### src/rtl/hazard_scheduler_pkg.sv
// Shared definitions for the decode-stage issue controller: register-file
// geometry, flush FSM state encoding and a helper that filters out x0.
package hazard_scheduler_pkg;

    localparam int REG_IDX_W = 5;
    localparam int NUM_REGS  = 32;
    localparam logic [REG_IDX_W-1:0] REG_X0 = 5'd0;

    typedef enum logic [0:0] {
        FLUSH_IDLE   = 1'b0,
        FLUSH_ACTIVE = 1'b1
    } flushState_t;

    // x0 is hardwired to zero, so it never carries a pending write
    function automatic logic isTracked(input logic [REG_IDX_W-1:0] idx);
        return idx != REG_X0;
    endfunction

endpackage

### src/rtl/hazard_scoreboard.sv
// Per-register pending-write counters. One increment port (issue) and one
// decrement port (writeback); lookups report busy sources and a saturated rd.
module hazard_scoreboard
    import hazard_scheduler_pkg::*;
#(
    parameter int CNT_W = 2
) (
    input  logic                 CLK,
    input  logic                 RST,
    input  logic                 incEn_i,
    input  logic [REG_IDX_W-1:0] incRd_i,
    input  logic                 decEn_i,
    input  logic [REG_IDX_W-1:0] decRd_i,
    input  logic [REG_IDX_W-1:0] rs1_i,
    input  logic [REG_IDX_W-1:0] rs2_i,
    input  logic [REG_IDX_W-1:0] rd_i,
    output logic                 rs1Busy_o,
    output logic                 rs2Busy_o,
    output logic                 rdFull_o,
    output logic                 decEmpty_o
);

    localparam logic [CNT_W-1:0] CNT_MAX = {CNT_W{1'b1}};

    // Entry 0 exists only to keep indexing simple; it is never written.
    logic [CNT_W-1:0] cnt_q [NUM_REGS];
    logic [CNT_W-1:0] cnt_d [NUM_REGS];

    // Lookups read registered counts only, so a same-cycle writeback
    // cannot release a hazard (no bypass, one-cycle penalty).
    always_comb begin
        rs1Busy_o  = isTracked(rs1_i) && (cnt_q[rs1_i] != '0);
        rs2Busy_o  = isTracked(rs2_i) && (cnt_q[rs2_i] != '0);
        rdFull_o   = isTracked(rd_i)  && (cnt_q[rd_i] == CNT_MAX);
        decEmpty_o = (cnt_q[decRd_i] == '0);
    end

    // Net update per register: an issue and a writeback to the same rd
    // cancel; a decrement of an empty counter is dropped.
    always_comb begin
        cnt_d = cnt_q;
        for (int r = 1; r < NUM_REGS; r++) begin
            if ((incEn_i && (incRd_i == REG_IDX_W'(r))) &&
                !(decEn_i && (decRd_i == REG_IDX_W'(r)) && (cnt_q[r] != '0))) begin
                cnt_d[r] = cnt_q[r] + CNT_W'(1);
            end else if (!(incEn_i && (incRd_i == REG_IDX_W'(r))) &&
                         (decEn_i && (decRd_i == REG_IDX_W'(r)) && (cnt_q[r] != '0))) begin
                cnt_d[r] = cnt_q[r] - CNT_W'(1);
            end
        end
    end

    // Counter storage with synchronous clear.
    always_ff @(posedge CLK) begin
        if (RST) begin
            cnt_q <= '{default: '0};
        end else begin
            cnt_q <= cnt_d;
        end
    end

endmodule

### src/rtl/hazard_scheduler.sv
// Decode-stage issue controller: stalls on RAW/WAW hazards or a full
// in-flight window, flushes decode after a redirect, counts stall cycles.
module hazard_scheduler
    import hazard_scheduler_pkg::*;
#(
    parameter int CNT_W        = 2,
    parameter int MAX_INFLIGHT = 4,
    parameter int FLUSH_CYCLES = 2
) (
    input  logic        CLK,
    input  logic        RST,
    input  logic        MEM_WAIT,
    input  logic        DEC_VALID,
    input  logic [4:0]  DEC_RS1,
    input  logic [4:0]  DEC_RS2,
    input  logic [4:0]  DEC_RD,
    input  logic        DEC_USE_RS1,
    input  logic        DEC_USE_RS2,
    input  logic        DEC_WR_RD,
    input  logic        WB_VALID,
    input  logic [4:0]  WB_RD,
    input  logic        WB_WR,
    input  logic        REDIRECT,
    output logic        STALL,
    output logic        ISSUE,
    output logic        FLUSH,
    output logic [3:0]  INFLIGHT,
    output logic [31:0] PERF_STALLS
);

    localparam logic [3:0] MAX_INFL     = 4'(MAX_INFLIGHT);
    localparam logic [2:0] FLUSH_RELOAD = 3'(FLUSH_CYCLES - 1);

    flushState_t flushState_q, flushState_d;
    logic [2:0]  flushCnt_q, flushCnt_d;
    logic [3:0]  inflight_q, inflight_d;
    logic [31:0] perfStalls_q, perfStalls_d;

    logic rs1Busy, rs2Busy, rdFull, wbCntEmpty;
    logic hazard, flushNow, wbRetire;
    logic sbInc, sbDec;

    assign sbInc = ISSUE && DEC_WR_RD && isTracked(DEC_RD);
    assign sbDec = WB_VALID && WB_WR && isTracked(WB_RD);

    hazard_scoreboard #(
        .CNT_W (CNT_W)
    ) uScoreboard (
        .CLK        (CLK),
        .RST        (RST),
        .incEn_i    (sbInc),
        .incRd_i    (DEC_RD),
        .decEn_i    (sbDec),
        .decRd_i    (WB_RD),
        .rs1_i      (DEC_RS1),
        .rs2_i      (DEC_RS2),
        .rd_i       (DEC_RD),
        .rs1Busy_o  (rs1Busy),
        .rs2Busy_o  (rs2Busy),
        .rdFull_o   (rdFull),
        .decEmpty_o (wbCntEmpty)
    );

    // Hazard detection from registered state, then issue/stall gating where
    // flush wins over hazard and MEM_WAIT suppresses both.
    always_comb begin
        hazard = DEC_VALID && ((DEC_USE_RS1 && rs1Busy) ||
                               (DEC_USE_RS2 && rs2Busy) ||
                               (DEC_WR_RD   && rdFull)  ||
                               (inflight_q == MAX_INFL));
        STALL  = hazard && !flushNow && !MEM_WAIT;
        ISSUE  = DEC_VALID && !hazard && !flushNow && !MEM_WAIT;
    end

    // Flush FSM next state: FLUSH is raised combinationally in the redirect
    // cycle, then held while the down-counter is nonzero; MEM_WAIT freezes it.
    always_comb begin
        flushState_d = flushState_q;
        flushCnt_d   = flushCnt_q;
        flushNow     = 1'b0;
        case (flushState_q)
            FLUSH_IDLE: begin
                if (REDIRECT) begin
                    flushNow = 1'b1;
                    if (!MEM_WAIT && (FLUSH_RELOAD != 3'd0)) begin
                        flushState_d = FLUSH_ACTIVE;
                        flushCnt_d   = FLUSH_RELOAD;
                    end
                end
            end
            FLUSH_ACTIVE: begin
                flushNow = 1'b1;
                if (!MEM_WAIT) begin
                    if (REDIRECT) begin
                        flushCnt_d = FLUSH_RELOAD;
                    end else begin
                        flushCnt_d = flushCnt_q - 3'd1;
                        if (flushCnt_q == 3'd1) begin
                            flushState_d = FLUSH_IDLE;
                        end
                    end
                end
            end
            default: begin
                flushState_d = FLUSH_IDLE;
                flushCnt_d   = 3'd0;
            end
        endcase
    end

    assign FLUSH = flushNow;

    // In-flight window and saturating stall counter; a writeback with an
    // empty window is dropped rather than wrapping.
    always_comb begin
        wbRetire     = WB_VALID && (inflight_q != 4'd0);
        inflight_d   = inflight_q + 4'(ISSUE) - 4'(wbRetire);
        perfStalls_d = (STALL && (perfStalls_q != 32'hFFFF_FFFF)) ?
                       perfStalls_q + 32'd1 : perfStalls_q;
    end

    // State registers for the flush FSM, in-flight count and perf counter.
    always_ff @(posedge CLK) begin
        if (RST) begin
            flushState_q <= FLUSH_IDLE;
            flushCnt_q   <= 3'd0;
            inflight_q   <= 4'd0;
            perfStalls_q <= 32'd0;
        end else begin
            flushState_q <= flushState_d;
            flushCnt_q   <= flushCnt_d;
            inflight_q   <= inflight_d;
            perfStalls_q <= perfStalls_d;
        end
    end

    assign INFLIGHT    = inflight_q;
    assign PERF_STALLS = perfStalls_q;

    // Completions must correspond to something issued and must not arrive
    // while the pipeline is frozen.
    wbNoInflightUnderflow: assert property (@(posedge CLK) disable iff (RST)
        WB_VALID |-> (inflight_q != 4'd0));
    wbNoCountUnderflow: assert property (@(posedge CLK) disable iff (RST)
        (WB_VALID && WB_WR && isTracked(WB_RD)) |-> !wbCntEmpty);
    wbNotUnderMemWait: assert property (@(posedge CLK) disable iff (RST)
        MEM_WAIT |-> !WB_VALID);

endmodule

### config.mk
export PLATFORM = sky130hd
export DESIGN_NAME = hazard_scheduler
export DESIGN_NICKNAME = d
export VERILOG_FILES = /design/src/rtl/hazard_scheduler_pkg.sv /design/src/rtl/hazard_scoreboard.sv /design/src/rtl/hazard_scheduler.sv
export SDC_FILE = /design/constraint.sdc
export NUM_CORES = 1
export LEC_CHECK = 0
export ABC_AREA = 1
export CORE_MARGIN = 2
export CORE_UTILIZATION = 55
export DETAILED_ROUTE_END_ITERATION = 7
export DONT_BUFFER_PORTS = 1
export HOLD_SLACK_MARGIN = 0.08
export PLACE_DENSITY = 0.7
export REMOVE_ABC_BUFFERS = 1
export SETUP_SLACK_MARGIN = 0.1
export SKIP_LAST_GASP = 1
export SYNTH_ARGS = -nofsm -noshare
export SYNTH_HDL_FRONTEND = slang
export SYNTH_SLANG_ARGS = --single-unit
### constraint.sdc
create_clock -name CLK -period 4 [get_ports CLK]
set_clock_uncertainty 0.1 [all_clocks]
set_input_delay 0.8 -clock CLK [delete_from_list [all_inputs] [get_ports CLK]]
set_output_delay 0.8 -clock CLK [all_outputs]
set_load 0.005 [all_outputs]
==> results.md <==
- The cell leakage power is approximately 3.5 nW.
- The worst path uses 91.1% of the clock period.
- The sequential element share of the synthesized area is between 20% and 30%.
- The die outline area is roughly 0.015 mm^2.
- The beginning of the worst register-to-register path is uScoreboard.cnt_q[56].
- TritonCTS built the clock tree.
- The standard cell with the maximum stage delay on the critical path is sky130_fd_sc_hd__nor2_1.
- The biggest cell delay along the critical path is between 0.5 and 0.6 ns.
- After synthesis, the largest family of logic cells by area is simple AND/OR/NAND/NOR gates.
- The final period demand of the worst path is approximately 3.6 ns.
- After Yosys synthesis, full adders, half adders and majority gates account for slightly below 7% of the synthesized area.
- The final setup violation count is 0.
- The highest clock rate is 0.275 GHz.
- By area the synthesized netlist is led by sky130_fd_sc_hd__dfxtp_1 27%, sky130_fd_sc_hd__nand2_1 16%, sky130_fd_sc_hd__inv_1 9.7%.
- Dividing total power by cell area gives a power density of ~290 mW/mm^2.
- The cell family with the largest share of critical-path delay is simple AND/OR/NAND/NOR gates.
- In this run the worst path has a maximum fanout of 63.
- The most numerous cell type found on the critical path is sky130_fd_sc_hd__nand2_1.
- For this run, the total global-route usage over all layers was measured as 29.8%.
- The number of antenna diodes in the final layout is 0.
- The global routing usage on met1 is between 30% and 40%.
- After the last flow step, the layout net total stands at 1335.
- The fill cell total of the finished layout is around 1400.
- The first-iteration detailed-routing DRC count is ~630.
- Setup repair after global routing left no endpoint under its margin.
- For met3 alone, demand over resource in global routing was slightly below 8%.
- The type of element capturing the critical path is a primary output.
- Summing the areas of all and, or, nand and nor instances in the mapped netlist gives between 30% and 40% of the synthesized area.
- The mapped cell area is 0.00767 mm^2.
- The max-slew violation total from the final report is 0.
- The layout overhead on the synthesized area is 4.57%.
- The multi-input logic area is approximately 0.0046 mm^2.
- The most frequent standard cell in the layout excluding fill and tap cells is sky130_fd_sc_hd__nand2_1.
- The number of buffers added on ports is 0.
- Entering global routing, the biggest net connects 64 pins.
- The transition time of the tightest slew-check pin is 0.873 ns.
- The total number of vias is just under 8000.
- The number of sinks handled by clock tree synthesis is roughly 100.
- The category of the worst setup path launch point is an input port.
- Across the run, the number of max-cap violations was 0.
- Headroom to the max-slew limit came out at a little over two fifths.
- The width of the chip is between 100 and 150 um.
- Routability-driven placement finished with a final weighted congestion of about 0.96.
- The worst setup path is of the input port to primary output kind.
- The number of global-route vias before repair came to 7293.
- In the routed design, unresolved DRC markers number 0.
- The clock latency on the worst-skew pair is 0.36 ns.
- The via count normalized by instance count is roughly 5.5.
- The synthesized design spends more area on one cell type than any other, namely sky130_fd_sc_hd__dfxtp_1.
- The fraction of layout cells with a size suffix above 1 is around 2.8%.
- The flip-flop and latch count after synthesis is around 100.
- The starting density of the core is a little under three fifths.
- The final wirelength is ~22000 um.
- The top cell types in the final layout, fill and taps aside, are 325 x sky130_fd_sc_hd__nand2_1, 198 x sky130_fd_sc_hd__inv_1, 178 x sky130_fd_sc_hd__nor2_1.
- After clock tree synthesis, the setup repair step added 0 buffers.
- The H-tree generated during clock tree synthesis spans 3 levels.
- The synthesized area divided by synthesized cell count is ~6 um^2.
- The total overflow left after global routing is 0.
- The data arrival at the endpoint of the critical path is ~2.7 ns.
- around 70 I/O pins were placed.
- The synthesized-area fraction occupied by xor and xnor cells is ~3.5%.
- The accumulated negative setup slack is 0 ns.
- The worst slack on hold paths is 0.364 ns.
- The class of the tightest hold or removal check is flop to flop.
- The final number of hold-violating endpoints is 0.
- The placement row count is between 40 and 50.
- The post-synthesis cell type count is 33.
- At the worst endpoint, the required time is 3.10 ns.
- The sum of buffers and inverters on the critical path is 2.
- The die is 122 um tall.
- Counting the buffers created by CTS gives 9.
- The proportion of synthesized area in mux cells is 0%.
- Tracing the worst setup path back leads to its startpoint at DEC_RD[0].
- The compound-gate portion of the synthesized area is a little under an eighth.
- No sink is reached through more buffers than the 2 on the longest clock path.
- In the final routed layout, each cell accounts on average for approximately 15 um.
- The residual antenna-violating net count after detailed routing is 0.
- The startpoint identified for the worst hold timing path is flushCnt_q[1].
- The initial antenna violation count is 0.
- The run finished with clean final reports.
- The top cell type by area accounts for about a quarter of the synthesized area.
- The estimated wirelength of the detail-placed design is ~16000 um.
- The global routing stage identified its most utilized layer as met2.
- The critical path goes through inv_2, nor2_1, nand2_1, nand3_1, nand2_1, nand2_1, o21ai_1, nand2_1, nand3_2, nand4_4, buf_6, and2_1.
- The clock transition at the register clock pins on the worst setup and hold paths after CTS is 0.08 ns.
- The floorplan step defined a core boundary enclosing between 0.01 and 0.015 mm^2.
- Across the VDD grid, the largest voltage drop is 182 uV.
- After technology mapping, the gate count stands at 1293.
- The first global-routing pass estimated approximately 35000 um of wire.
- The sequential standard cell area is 0.00204 mm^2.
- The pre-antenna-repair detailed-routing pass consisted of 5 iterations.
- The number of warnings reported in the yosys synthesis log is 0.
- The clock tree root buffer cell is sky130_fd_sc_hd__clkbuf_16.
- The fraction of met2 tracks used by global routing is around 50%.
==> worst reg2reg max path, cell delays in order (launching register included) <==
cell	delay, ns
sky130_fd_sc_hd__dfxtp_1	0.36
sky130_fd_sc_hd__nor2_1	0.27
sky130_fd_sc_hd__nand2_1	0.09
sky130_fd_sc_hd__nand3_1	0.09
sky130_fd_sc_hd__nand3_1	0.10
sky130_fd_sc_hd__nand2_1	0.08
sky130_fd_sc_hd__nand2_1	0.04
sky130_fd_sc_hd__nand2_1	0.07
sky130_fd_sc_hd__nand2_1	0.05
sky130_fd_sc_hd__nand3_1	0.20
sky130_fd_sc_hd__nand4_4	0.15
sky130_fd_sc_hd__nor2_4	0.21
sky130_fd_sc_hd__nand3_2	0.40
sky130_fd_sc_hd__nor2_1	0.30
sky130_fd_sc_hd__ha_1	0.29
sky130_fd_sc_hd__a21oi_1	0.11
sky130_fd_sc_hd__o21ai_0	0.11
sky130_fd_sc_hd__o21ai_0	0.17
sky130_fd_sc_hd__a21oi_1	0.05
==> sequential cells by signal, summed over array words and instances (netlist names) <==
signal	flops
INFLIGHT	4
PERF_STALLS	32
uScoreboard.cnt_q	62
flushState_q	1
flushCnt_q	3
==> layout make-up <==
type                            instances  area share (%)
Multi-Input combinational cell        940            57.9
Sequential cell                       102            25.5
Inverter                              204            9.54
Clock buffer                            9            2.81
Tap cell                              180            2.81
Clock inverter                          6           0.780
Timing Repair Buffer                    7           0.702
==> routing by layer <==
metal  vias to the layer above  wire (um)
met5                         -          0
met2                       322       9630
met1                      3494       9160
li1                       4074          -
met3                        52       1920
met4                         0        814
==> kinds of logic after synthesis <==
group / after synthesis
DFF: 102
AOI/OAI and AO/OA: 174
adders and majority gates: 41
and+or+nand+nor: 694
xor gates and xnor gates: 31
buffers and inverters: 251
==> cell usage after synthesis <==
cell,instances
sky130_fd_sc_hd__a211oi_1,1
sky130_fd_sc_hd__a21oi_1,71
sky130_fd_sc_hd__a21oi_2,1
sky130_fd_sc_hd__a31oi_1,2
sky130_fd_sc_hd__and2_1,1
sky130_fd_sc_hd__buf_1,9
sky130_fd_sc_hd__buf_2,16
sky130_fd_sc_hd__buf_4,4
sky130_fd_sc_hd__buf_6,1
sky130_fd_sc_hd__clkbuf_1,17
sky130_fd_sc_hd__clkinv_1,1
sky130_fd_sc_hd__dfxtp_1,102
sky130_fd_sc_hd__fa_1,1
sky130_fd_sc_hd__ha_1,40
sky130_fd_sc_hd__inv_1,199
sky130_fd_sc_hd__inv_2,4
sky130_fd_sc_hd__nand2_1,325
sky130_fd_sc_hd__nand3_1,113
sky130_fd_sc_hd__nand3_2,3
sky130_fd_sc_hd__nand4_1,52
sky130_fd_sc_hd__nand4_4,1
sky130_fd_sc_hd__nor2_1,178
sky130_fd_sc_hd__nor2_2,1
sky130_fd_sc_hd__nor2_4,1
sky130_fd_sc_hd__nor3_1,12
sky130_fd_sc_hd__nor3_2,1
sky130_fd_sc_hd__nor4_1,5
sky130_fd_sc_hd__o211ai_1,5
sky130_fd_sc_hd__o21ai_0,78
sky130_fd_sc_hd__o21ai_1,16
sky130_fd_sc_hd__or2_2,1
sky130_fd_sc_hd__xnor2_1,1
sky130_fd_sc_hd__xor2_1,30
==> path summary, 6_finish.rpt <==
check | slack, ns | depth (start not counted) | end
setup / recovery | 0.36 | 12 | STALL
hold / removal | 0.36 | 2 | flushCnt_q[1]
setup reg to reg | 0.64 | 18 | uScoreboard.cnt_q[43]
hold reg to reg | 0.36 | 2 | flushCnt_q[1]
==> report_power, final <==
part | switching (mW) | total, mW | internal, mW
sequential | 0.0247 | 1.06 | 1.04
combinational | 0.241 | 0.353 | 0.113
clock | 0.405 | 0.888 | 0.482
==> through the flow <==
| stage | utilization (%) | instances | power (mW) | setup slack (ns) | instance area [um^2] |
|---|---|---|---|---|---|
| final | 58.2 | 1448 | 2.30 | 0.357 | 8020 |
| after global routing | 58.2 | 1448 | 2.41 | 0.180 | 8020 |
| after CTS | 58.2 | 1448 | 2.31 | 0.292 | 8020 |
| after detailed placement | 56.1 | 1433 | 1.43 | 0.205 | 7730 |
| after global placement | 56.1 | 1433 | 1.43 | 0.269 | 7730 |
| after floorplan | - | 1246 | 1.34 | 0.336 | 7450 |
==> timing repair <==
action,CTS,global route
endpoints found under the setup margin,0,1
hold buffers,0,0
gates resized for setup,0,1
Note: power is estimated with default switching activity, not from simulation.
